[src/rtl/axi_burst_master.sv]
// Single-outstanding AXI4 INCR burst master: one command becomes one AW/W/B or AR/R burst,
// with 4KB boundary rejection and response/ID/last-beat checking reported on done/resp_err.
//
// state | meaning
// IDLE  | waiting for a command, cmd_ready high
// CHK   | latched command, checking the 4KB boundary
// ERR   | burst would cross 4KB, done+resp_err pulse, no AXI traffic
// AW    | AWVALID held until AWREADY
// W     | streaming write beats from wr_* to W channel
// B     | waiting for write response
// AR    | ARVALID held until ARREADY
// R     | streaming read beats from R channel to rd_*
module axi_burst_master #(
    parameter int ADDR_WIDTH = 32,
    parameter int DATA_WIDTH = 64,
    parameter int ID_WIDTH   = 4,
    parameter int USER_WIDTH = 1,
    parameter int MASTER_ID  = 0
) (
    input  logic                      ACLK,
    input  logic                      ARESETn,

    input  logic                      cmd_valid,
    output logic                      cmd_ready,
    input  logic                      cmd_write,
    input  logic [ADDR_WIDTH-1:0]     cmd_addr,
    input  logic [7:0]                cmd_len,

    input  logic [DATA_WIDTH-1:0]     wr_data,
    input  logic                      wr_valid,
    output logic                      wr_ready,

    output logic [DATA_WIDTH-1:0]     rd_data,
    output logic                      rd_last,
    output logic                      rd_valid,
    input  logic                      rd_ready,

    output logic                      done,
    output logic                      resp_err,

    output logic [ID_WIDTH-1:0]       AWID,
    output logic [ADDR_WIDTH-1:0]     AWADDR,
    output logic [7:0]                AWLEN,
    output logic [2:0]                AWSIZE,
    output logic [1:0]                AWBURST,
    output logic                      AWLOCK,
    output logic [3:0]                AWCACHE,
    output logic [2:0]                AWPROT,
    output logic [3:0]                AWQOS,
    output logic [3:0]                AWREGION,
    output logic [USER_WIDTH-1:0]     AWUSER,
    output logic                      AWVALID,
    input  logic                      AWREADY,

    output logic [DATA_WIDTH-1:0]     WDATA,
    output logic [DATA_WIDTH/8-1:0]   WSTRB,
    output logic                      WLAST,
    output logic [USER_WIDTH-1:0]     WUSER,
    output logic                      WVALID,
    input  logic                      WREADY,

    input  logic [ID_WIDTH-1:0]       BID,
    input  logic [1:0]                BRESP,
    input  logic                      BVALID,
    output logic                      BREADY,

    output logic [ID_WIDTH-1:0]       ARID,
    output logic [ADDR_WIDTH-1:0]     ARADDR,
    output logic [7:0]                ARLEN,
    output logic [2:0]                ARSIZE,
    output logic [1:0]                ARBURST,
    output logic                      ARLOCK,
    output logic [3:0]                ARCACHE,
    output logic [2:0]                ARPROT,
    output logic [3:0]                ARQOS,
    output logic [3:0]                ARREGION,
    output logic [USER_WIDTH-1:0]     ARUSER,
    output logic                      ARVALID,
    input  logic                      ARREADY,

    input  logic [ID_WIDTH-1:0]       RID,
    input  logic [DATA_WIDTH-1:0]     RDATA,
    input  logic [1:0]                RRESP,
    input  logic                      RLAST,
    input  logic                      RVALID,
    output logic                      RREADY
);

    localparam int STRB_WIDTH = DATA_WIDTH / 8;
    localparam int SIZE       = $clog2(STRB_WIDTH);

    localparam logic [2:0] S_IDLE = 3'd0;
    localparam logic [2:0] S_CHK  = 3'd1;
    localparam logic [2:0] S_ERR  = 3'd2;
    localparam logic [2:0] S_AW   = 3'd3;
    localparam logic [2:0] S_W    = 3'd4;
    localparam logic [2:0] S_B    = 3'd5;
    localparam logic [2:0] S_AR   = 3'd6;
    localparam logic [2:0] S_R    = 3'd7;

    logic [2:0]            state;
    logic [ADDR_WIDTH-1:0] addr_q;
    logic [7:0]            len_q;
    logic                  write_q;
    logic [7:0]            beat;
    logic [7:0]            beat_inc;
    logic                  err_sticky;
    logic [23:0]           burst_end;
    logic                  cross_4k;
    logic                  w_fire;
    logic                  r_fire;
    logic                  last_beat;
    logic                  r_beat_err;
    logic                  b_err;

    // Offset in page plus burst byte count; anything past 4096 spills into the next page.
    assign burst_end  = 24'(addr_q[11:0]) + (24'(len_q) + 24'd1) * 24'(STRB_WIDTH);
    assign cross_4k   = burst_end > 24'd4096;

    assign last_beat  = (beat == len_q);
    assign beat_inc   = (beat == 8'hFF) ? beat : beat + 8'd1;
    assign w_fire     = WVALID && WREADY;
    assign r_fire     = RVALID && RREADY;
    assign r_beat_err = (RRESP != 2'b00) || (RID != ID_WIDTH'(MASTER_ID)) || (RLAST != last_beat);
    assign b_err      = (BRESP != 2'b00) || (BID != ID_WIDTH'(MASTER_ID));

    // Gated with the reset pin so the command port is closed while held in reset.
    assign cmd_ready  = (state == S_IDLE) && ARESETn;

    assign AWID       = ID_WIDTH'(MASTER_ID);
    assign AWADDR     = addr_q;
    assign AWLEN      = len_q;
    assign AWSIZE     = 3'(SIZE);
    assign AWBURST    = 2'b01;
    assign AWLOCK     = 1'b0;
    assign AWCACHE    = 4'b0000;
    assign AWPROT     = 3'b000;
    assign AWQOS      = 4'b0000;
    assign AWREGION   = 4'b0000;
    assign AWUSER     = '0;
    assign AWVALID    = (state == S_AW);

    assign WDATA      = wr_data;
    assign WSTRB      = '1;
    assign WLAST      = last_beat;
    assign WUSER      = '0;
    assign WVALID     = (state == S_W) && wr_valid;
    assign wr_ready   = (state == S_W) && WREADY;

    assign BREADY     = (state == S_B);

    assign ARID       = ID_WIDTH'(MASTER_ID);
    assign ARADDR     = addr_q;
    assign ARLEN      = len_q;
    assign ARSIZE     = 3'(SIZE);
    assign ARBURST    = 2'b01;
    assign ARLOCK     = 1'b0;
    assign ARCACHE    = 4'b0000;
    assign ARPROT     = 3'b000;
    assign ARQOS      = 4'b0000;
    assign ARREGION   = 4'b0000;
    assign ARUSER     = '0;
    assign ARVALID    = (state == S_AR);

    assign rd_data    = RDATA;
    assign rd_last    = (state == S_R) && RLAST;
    assign rd_valid   = (state == S_R) && RVALID;
    assign RREADY     = (state == S_R) && rd_ready;

    always_ff @(posedge ACLK or negedge ARESETn) begin
        if (!ARESETn) begin
            state      <= S_IDLE;
            addr_q     <= '0;
            len_q      <= '0;
            write_q    <= 1'b0;
            beat       <= '0;
            err_sticky <= 1'b0;
            done       <= 1'b0;
            resp_err   <= 1'b0;
        end else begin
            done     <= 1'b0;
            resp_err <= 1'b0;
            case (state)
                S_IDLE: begin
                    if (cmd_valid) begin
                        addr_q     <= cmd_addr & ~ADDR_WIDTH'(STRB_WIDTH - 1);
                        len_q      <= cmd_len;
                        write_q    <= cmd_write;
                        beat       <= '0;
                        err_sticky <= 1'b0;
                        state      <= S_CHK;
                    end
                end
                S_CHK: begin
                    if (cross_4k) begin
                        done     <= 1'b1;
                        resp_err <= 1'b1;
                        state    <= S_ERR;
                    end else begin
                        state <= write_q ? S_AW : S_AR;
                    end
                end
                S_ERR: state <= S_IDLE;
                S_AW: begin
                    if (AWREADY) state <= S_W;
                end
                S_W: begin
                    if (w_fire) begin
                        beat <= beat_inc;
                        if (last_beat) state <= S_B;
                    end
                end
                S_B: begin
                    if (BVALID) begin
                        done     <= 1'b1;
                        resp_err <= b_err;
                        state    <= S_IDLE;
                    end
                end
                S_AR: begin
                    if (ARREADY) state <= S_R;
                end
                S_R: begin
                    if (r_fire) begin
                        beat       <= beat_inc;
                        err_sticky <= err_sticky | r_beat_err;
                        if (RLAST) begin
                            done     <= 1'b1;
                            resp_err <= err_sticky | r_beat_err;
                            state    <= S_IDLE;
                        end
                    end
                end
                default: state <= S_IDLE;
            endcase
        end
    end

endmodule

[config.mk]
export PLATFORM = sky130hd
export DESIGN_NAME = axi_burst_master
export DESIGN_NICKNAME = d
export VERILOG_FILES = /design/src/rtl/axi_burst_master.sv
export SDC_FILE = /design/constraint.sdc
export NUM_CORES = 1
export LEC_CHECK = 0
export BUFFER_PORTS_ARGS = -buffer_cell sky130_fd_sc_hd__buf_2
export CAP_MARGIN = 20
export CORE_AREA = 2 2 184 186
export CTS_CLUSTER_SIZE = 30
export DETAILED_ROUTE_END_ITERATION = 6
export DIE_AREA = 0 0 186 188
export GPL_TIMING_DRIVEN = 0
export PLACE_DENSITY = 0.42
export SKIP_CTS_REPAIR_TIMING = 1
export SLEW_MARGIN = 10
export SYNTH_ARGS = -nofsm -noshare
export SYNTH_HDL_FRONTEND = slang
export SYNTH_SLANG_ARGS = --single-unit
[constraint.sdc]
create_clock -name ACLK -period 8.7 [get_ports ACLK]
set_input_delay 0 -clock ACLK [delete_from_list [all_inputs] [get_ports ACLK]]
set_output_delay 0 -clock ACLK [all_outputs]
set_load 0.05 [all_outputs]
==> results of run 1 <==
## per-layer routing
| layer | routed length, um | vias to the layer above |
|---|---|---|
| li1 | - | 2200 |
| met1 | 6840 | 1985 |
| met2 | 9160 | 214 |
| met3 | 1260 | 8 |
| met4 | 110 | 0 |
| met5 | 0 | - |
## cell usage after synthesis, types with 2 or more instances
| master | instances |
|---|---|
| buf_4 | 234 |
| dfrtp_1 | 52 |
| mux2_2 | 37 |
| xnor2_1 | 20 |
| a21oi_1 | 13 |
| clkbuf_1 | 12 |
| ha_1 | 12 |
| nand2_1 | 12 |
| nor2_1 | 12 |
| nand3_1 | 11 |
| o21ai_0 | 8 |
| and3_1 | 5 |
| inv_1 | 5 |
| nand2b_1 | 5 |
| nand4_1 | 5 |
| nor3_1 | 5 |
| nor3b_1 | 4 |
| nor4_1 | 4 |
| or4_1 | 4 |
| and2_1 | 3 |
| o31ai_1 | 3 |
| xor2_1 | 3 |
| a21o_1 | 2 |
| a21oi_2 | 2 |
| a31oi_1 | 2 |
| and2_2 | 2 |
| and4_1 | 2 |
| conb_1 | 2 |
| nor2_2 | 2 |
| nor4b_1 | 2 |
| o21ai_1 | 2 |
## cells by family after synthesis
family | after synthesis
AOI/OAI and AO/OA | 47
xor gates and xnor gates | 23
adders and majority gates | 13
buffers and inverters | 252
DFF | 52
muxes | 38
other | 2
and+or+nand+nor | 87
## power breakdown
| part | switching (mW) | internal (mW) |
|---|---|---|
| registers | 0.136 | 0.351 |
| logic | 1.38 | 0.665 |
| clock network | 0.100 | 0.116 |
## final cells by class
type | instances | area [um2] | area share, %
multi-input combinational | 275 | 1890 | 25.3
buffer | 246 | 1800 | 24.1
timing repair buffer | 313 | 1760 | 23.6
sequential | 52 | 1300 | 17.4
tap | 448 | 561 | 7.49
clock buffer | 8 | 146 | 1.95
inverter | 6 | 22.5 | 0.301
## critical path: stages, from the launching register on
cell     delay, ps
dfrtp_1        510
ha_1           230
nand3_1        120
nor2_1         200
and3_1         180
ha_1           270
nor3b_1        160
or4_1          460
or4_1          560
nor4_2         320
a21oi_1        190
a311o_1        350
## stage by stage
stage / hold slack (ps) / util, % / cell area (um2) / std cells / worst slack [ps]
after global routing: 44.7 / 22.6 / 7490 / 1348 / 4720
after CTS: -213 / 21.4 / 7100 / 1309 / 4940
after global placement: 214 / 21.0 / 6950 / 1301 / 4980
after floorplan: -296 / - / 5020 / 579 / 5100
final: 42.3 / 22.6 / 7490 / 1348 / 5010
after detailed placement: 127 / 21.0 / 6950 / 1301 / 4940
## worst paths after layout
kind	from	end	slack, ps	depth (start not counted)
worst max-delay path	ARLEN[0]$_DFFE_PN0P_	resp_err$_DFF_PN0_	5010	11
worst min-delay path	RLAST	done$_DFF_PN0_	40	2
worst max register to register	ARLEN[0]$_DFFE_PN0P_	resp_err$_DFF_PN0_	5010	11
worst min register to register	write_q$_DFFE_PN0P_	state[2]$_DFFE_PN0P_	520	1
max in group asynchronous	ARESETn	ARADDR[30]$_DFFE_PN0P_	7900	2
min in group asynchronous	ARESETn	ARADDR[23]$_DFFE_PN0P_	310	2
## flip-flops by register name, summed over array words and instances (netlist names)
signal / cells
ARADDR: 29
beat: 8
write_q: 1
err_sticky: 1
done: 1
resp_err: 1
state: 3
ARLEN: 8
==> results.yml, run 1 <==
run_status:
  status: "finished clean"
worst_setup_path:
  critPathRequiredTime_ps: 8890
  end_kind: "flip-flop"
  worstPathMaxFanout: 7
  cp.arrival_ps: 3880
  criticalPathCategory: "flip-flop to flip-flop"
  startpoint_type: "flip-flop"
layout:
  layout.nets: 1104
  layout_commonest_cell: "buf_2"
  n_antenna_cell: 0
  num-fill-cells: 3657
  drive_above_1_share_pct: 62.6
  syn_to_final_growth_pct: 56.9
  layout_common_cells: "273 x buf_2, 235 x buf_4, 67 x conb_1, 52 x dfrtp_1, 39 x dlygate4sd3_1"
grt:
  grt_overflow_total: 0
  grt_util_met3_pct: 1.88
  grt_use_met2_pct: 16.9
  gr-max-usage-layer: "met2"
  grt_max_degree: 54
  grtUsageTotal_pct: 8.95
  grt_pass1_wl_um: 23400
  use_met1_pct: 10.4
  grt_pass1_vias: 3787
  antenna_found_initial: 0
timing:
  period_minus_slack_ps: 3690
  fmax_mhz: 271
  finalSetupViolations: 0
  slew_headroom_pct: 46.7
  worst_pin_slew_ps: 800
  finalCritPeriodShare_pct: 42.4
  final.setup_skew_ps: 7.92
  hold_viol: 0
  slew_violations: 0
  finalSetupTns_ps: 0
  rsz0062_at_grt: "no"
clocking:
  clk_pin_slew_ps: 80
  cts_max_level: 2
  numCtsBuffers: 5
  root_buffer: "clkbuf_16"
  clkLatencyLatePin_ps: 300
  cts_tree: "yes"
  cts.sinks: 52
  cts.path.max_buffers: 2
logic_synthesis:
  netlist.area_leader.share_pct: 36.8
  ys_async_sr_fraction_pct: 100
  synth.distinct_cells: 58
  ys_seq_area_share_pct: 27.3
  synthCells: 514
  ys_seq_elements: 52
  synthAdderAreaFrac_pct: 3.56
  synth.area.top_cells: "buf_4 37%, dfrtp_1 27%, mux2_2 8.7%"
  synth_area_um2: 4770
  yosysTopAreaCell: "buf_4"
  yosys_warnings: 0
  synth-xor-area-share_pct: 4.22
  synth_top_family_by_area: "buffers and inverters"
  synth_compound_area_share_pct: 6.63
  synthSimpleGateAreaFrac_pct: 10.9
  synthMuxAreaShare_pct: 9.02
  avgSynthCellArea_um2: 9.29
  synth_ff_type: "dfrtp_1"
  synth_edf_count: 0
power_and_ir_drop:
  p_leak_nw: 3.95
  power.density_nw_per_um2: 367
  ir_drop_uv: 240
  power_mw: 2.75
floorplanning:
  start_util_pct: 14.4
  die_width_um: 186
  die-area_um2: 35000
  core_area_um2: 33100
  die_h_um: 188
  num_io_pins: 473
  rows: 67
routing:
  wl_um: 17400
  ant_nets: 0
  drt_iter0_drc: 59
  dr.pass1.iters: 4
  num_vias: 4407
  viasPerCell: 3.27
  drc: 0
  wl_per_cell_um: 12.9
worst_hold_path:
  hp-class: "input pin to flip-flop"
placement:
  numPortBuffers: 274
  place_hpwl_um: 14700
  place_congestion: 0.730
job:
  max-cap-violations: 0
Note: power is estimated with default switching activity, not from simulation.
==> inputs of run 2 (changes only) <==
--- a/config.mk
+++ b/config.mk
@@ -7,10 +7,10 @@
 export LEC_CHECK = 0
 export BUFFER_PORTS_ARGS = -buffer_cell sky130_fd_sc_hd__buf_2
 export CAP_MARGIN = 20
-export CORE_AREA = 2 2 184 186
+export CORE_AREA = 2 2 186 188
 export CTS_CLUSTER_SIZE = 30
 export DETAILED_ROUTE_END_ITERATION = 6
-export DIE_AREA = 0 0 186 188
+export DIE_AREA = 0 0 188 190
 export GPL_TIMING_DRIVEN = 0
 export PLACE_DENSITY = 0.42
 export SKIP_CTS_REPAIR_TIMING = 1
==> constraint.sdc (replaced) <==
create_clock -name ACLK -period 3.6 [get_ports ACLK]
set_input_delay 0 -clock ACLK [delete_from_list [all_inputs] [get_ports ACLK]]
set_output_delay 0 -clock ACLK [all_outputs]
set_load 0.05 [all_outputs]
==> run 2 against run 1 <==
  * Critical path depth decreased by 1
  * Via count increased by 1.9%
  * Clock skew decreased by 0.51 ps
  * Register-to-register slack got worse by 4800 ps
  * Clock power increased by 150%
==> results.yml, run 2 (synthesized netlist as in run 1, its figures left out) <==
job:
  max-cap-violations: 0
routing:
  dr_wl_met2_um: 8880
  top_layer: "met4"
  wl_um: 17100
  drt-met1-wl_um: 6790
  ant_nets: 0
  wl_met3_um: 1280
  viasPerCell: 3.30
  drc: 0
  dr.pass1.iters: 4
  drt_iter0_drc: 117
  wl_per_cell_um: 12.6
  num_vias: 4492
power_and_ir_drop:
  pwr-share-comb_pct: 74.5
  power.density_nw_per_um2: 887
  net-switching-power_mw: 3.96
  ir_drop_uv: 578
  swShare_pct: 58.9
  power_mw: 6.73
  clkPwrFrac_pct: 8.0
  power.internal_mw: 2.77
  p_leak_nw: 3.99
  p_seq_share_pct: 17.5
timing:
  worst_pin_slew_ps: 912
  fmax_mhz: 298
  finalCritPeriodShare_pct: 93.3
  final.setup_skew_ps: 7.40
  period_minus_slack_ps: 3360
  finalSetupViolations: 0
  slew_headroom_pct: 39.2
  finalSetupTns_ps: 0
  rsz0062_at_grt: "no"
  hold_viol: 0
  slew_violations: 0
grt:
  grt_max_degree: 33
  grt_pass1_wl_um: 23600
  grt_overflow_total: 0
  grtUsageTotal_pct: 8.79
  antenna_found_initial: 3
  grt_pass1_vias: 3818
floorplanning:
  die-area_um2: 35700
  start_util_pct: 14.1
  num_io_pins: 473
  rows: 68
  die_h_um: 190
  die_width_um: 188
  core_area_um2: 33900
worst_setup_path:
  crit_end: "resp_err$_DFF_PN0_"
  end_kind: "flip-flop"
  r2r_cells: 10
  path_depth: 10
  criticalPathCategory: "flip-flop to flip-flop"
  reg2reg_from: "ARLEN[2]$_DFFE_PN0P_"
  r2r_slack_ps: 240
  path_delay_family: "simple AND/OR/NAND/NOR gates"
  cp_slowest_stage_delay_ps: 560
  critPathRequiredTime_ps: 3790
  slowest_stage: "or4_4"
  startpoint_type: "flip-flop"
  cp.arrival_ps: 3550
  critPathBufInv: 0
  startpoint: "ARLEN[2]$_DFFE_PN0P_"
  crit_chain: "and4_1 > nand4_1 > xnor2_1 > ha_1 > nor3b_1 > or4_1 > or4_4 > nor4_4 > a21oi_4 > a311o_1"
  worstPathMaxFanout: 8
  r2r_end: "resp_err$_DFF_PN0_"
layout:
  syn_to_final_growth_pct: 58.9
  layout_commonest_cell: "buf_2"
  multi_input_area_um2: 1920
  n_antenna_cell: 0
  layout_common_cells: "273 x buf_2, 241 x buf_4, 67 x conb_1, 50 x dfrtp_1, 39 x dlygate4sd3_1"
  num-fill-cells: 3752
  largest_reg_flops: 29
  layout.nets: 1110
  regArea_um2: 1300
  drive_above_1_share_pct: 63.7
  layout.cells.non_filler: 1361
clocking:
  cts_tree: "yes"
  clk_pin_slew_ps: 80
  cts_max_level: 2
  clkLatencyLatePin_ps: 310
  cts.path.max_buffers: 2
  numCtsBuffers: 5
  cts.sinks: 52
  root_buffer: "clkbuf_16"
placement:
  place_hpwl_um: 14500
  numPortBuffers: 274
  place_congestion: 0.740
  dpl.cell_count: 1309
run_status:
  status: "finished clean"
worst_hold_path:
  hp-class: "input pin to flip-flop"
[run 2: changes by cell type in the layout (fill, tap and decap cells not counted), moves of 2 or more]
cell      before  now
buf_4        235  241
clkbuf_1      14   12
dfrtp_1       52   50
dfrtp_2        0    2
[run 2: per-layer routing]
metal | GRT usage (%) | vias to the layer above
li1 | - | 2220
met4 | 1.70 | 0
met2 | 16.1 | 240
met1 | 10.3 | 2016
met3 | 2.43 | 16
met5 | 0 | -
[run 2: worst min path at each step]
stage,startpoint,endpoint,slack [ps],depth (start not counted)
6_report,BVALID,done$_DFF_PN0_,10,2
5_1_grt,BVALID,done$_DFF_PN0_,20,2
4_1_cts,ARESETn,ARADDR[25]$_DFFE_PN0P_,-420,1
3_5_place_dp,ARESETn,ARADDR[26]$_DFFE_PN0P_,-70,1
3_3_place_gp,cmd_len[5],ARLEN[5]$_DFFE_PN0P_,210,3
2_1_floorplan,ARESETn,ARADDR[10]$_DFFE_PN0P_,-300,0
[run 2: final cells by class]
cell class / count / share of cell area (%)
buffer: 245 / 23.7
inverter: 6 / 0.297
tap: 455 / 7.50
clock buffer: 6 / 1.70
clock inverter: 2 / 0.181
multi-input combinational: 275 / 25.3
timing repair buffer: 320 / 24.1
sequential: 52 / 17.2
[run 2: power groups by stage]
stage               clock network, mW  logic [mW]  registers [mW]
floorplan                           0        3.20            1.86
global placement                    0        4.91            1.20
detailed placement                  0        4.92            1.20
CTS                             0.577        4.92            1.19
global route                    0.594        5.34            1.25
finish                          0.536        5.01            1.18
[run 2: per-stage QoR]
stage          hold WS [ps]  instance area, um2  util [%]  worst slack (ps)
2_1_floorplan          -296                5020         -             0.139
3_3_place_gp            208                6960      20.5              -234
3_5_place_dp          -71.9                6980      20.6              -234
4_1_cts                -418                7120      21.0              -254
5_1_grt                18.4                7590      22.3              26.5
6_report               12.4                7590      22.3               241
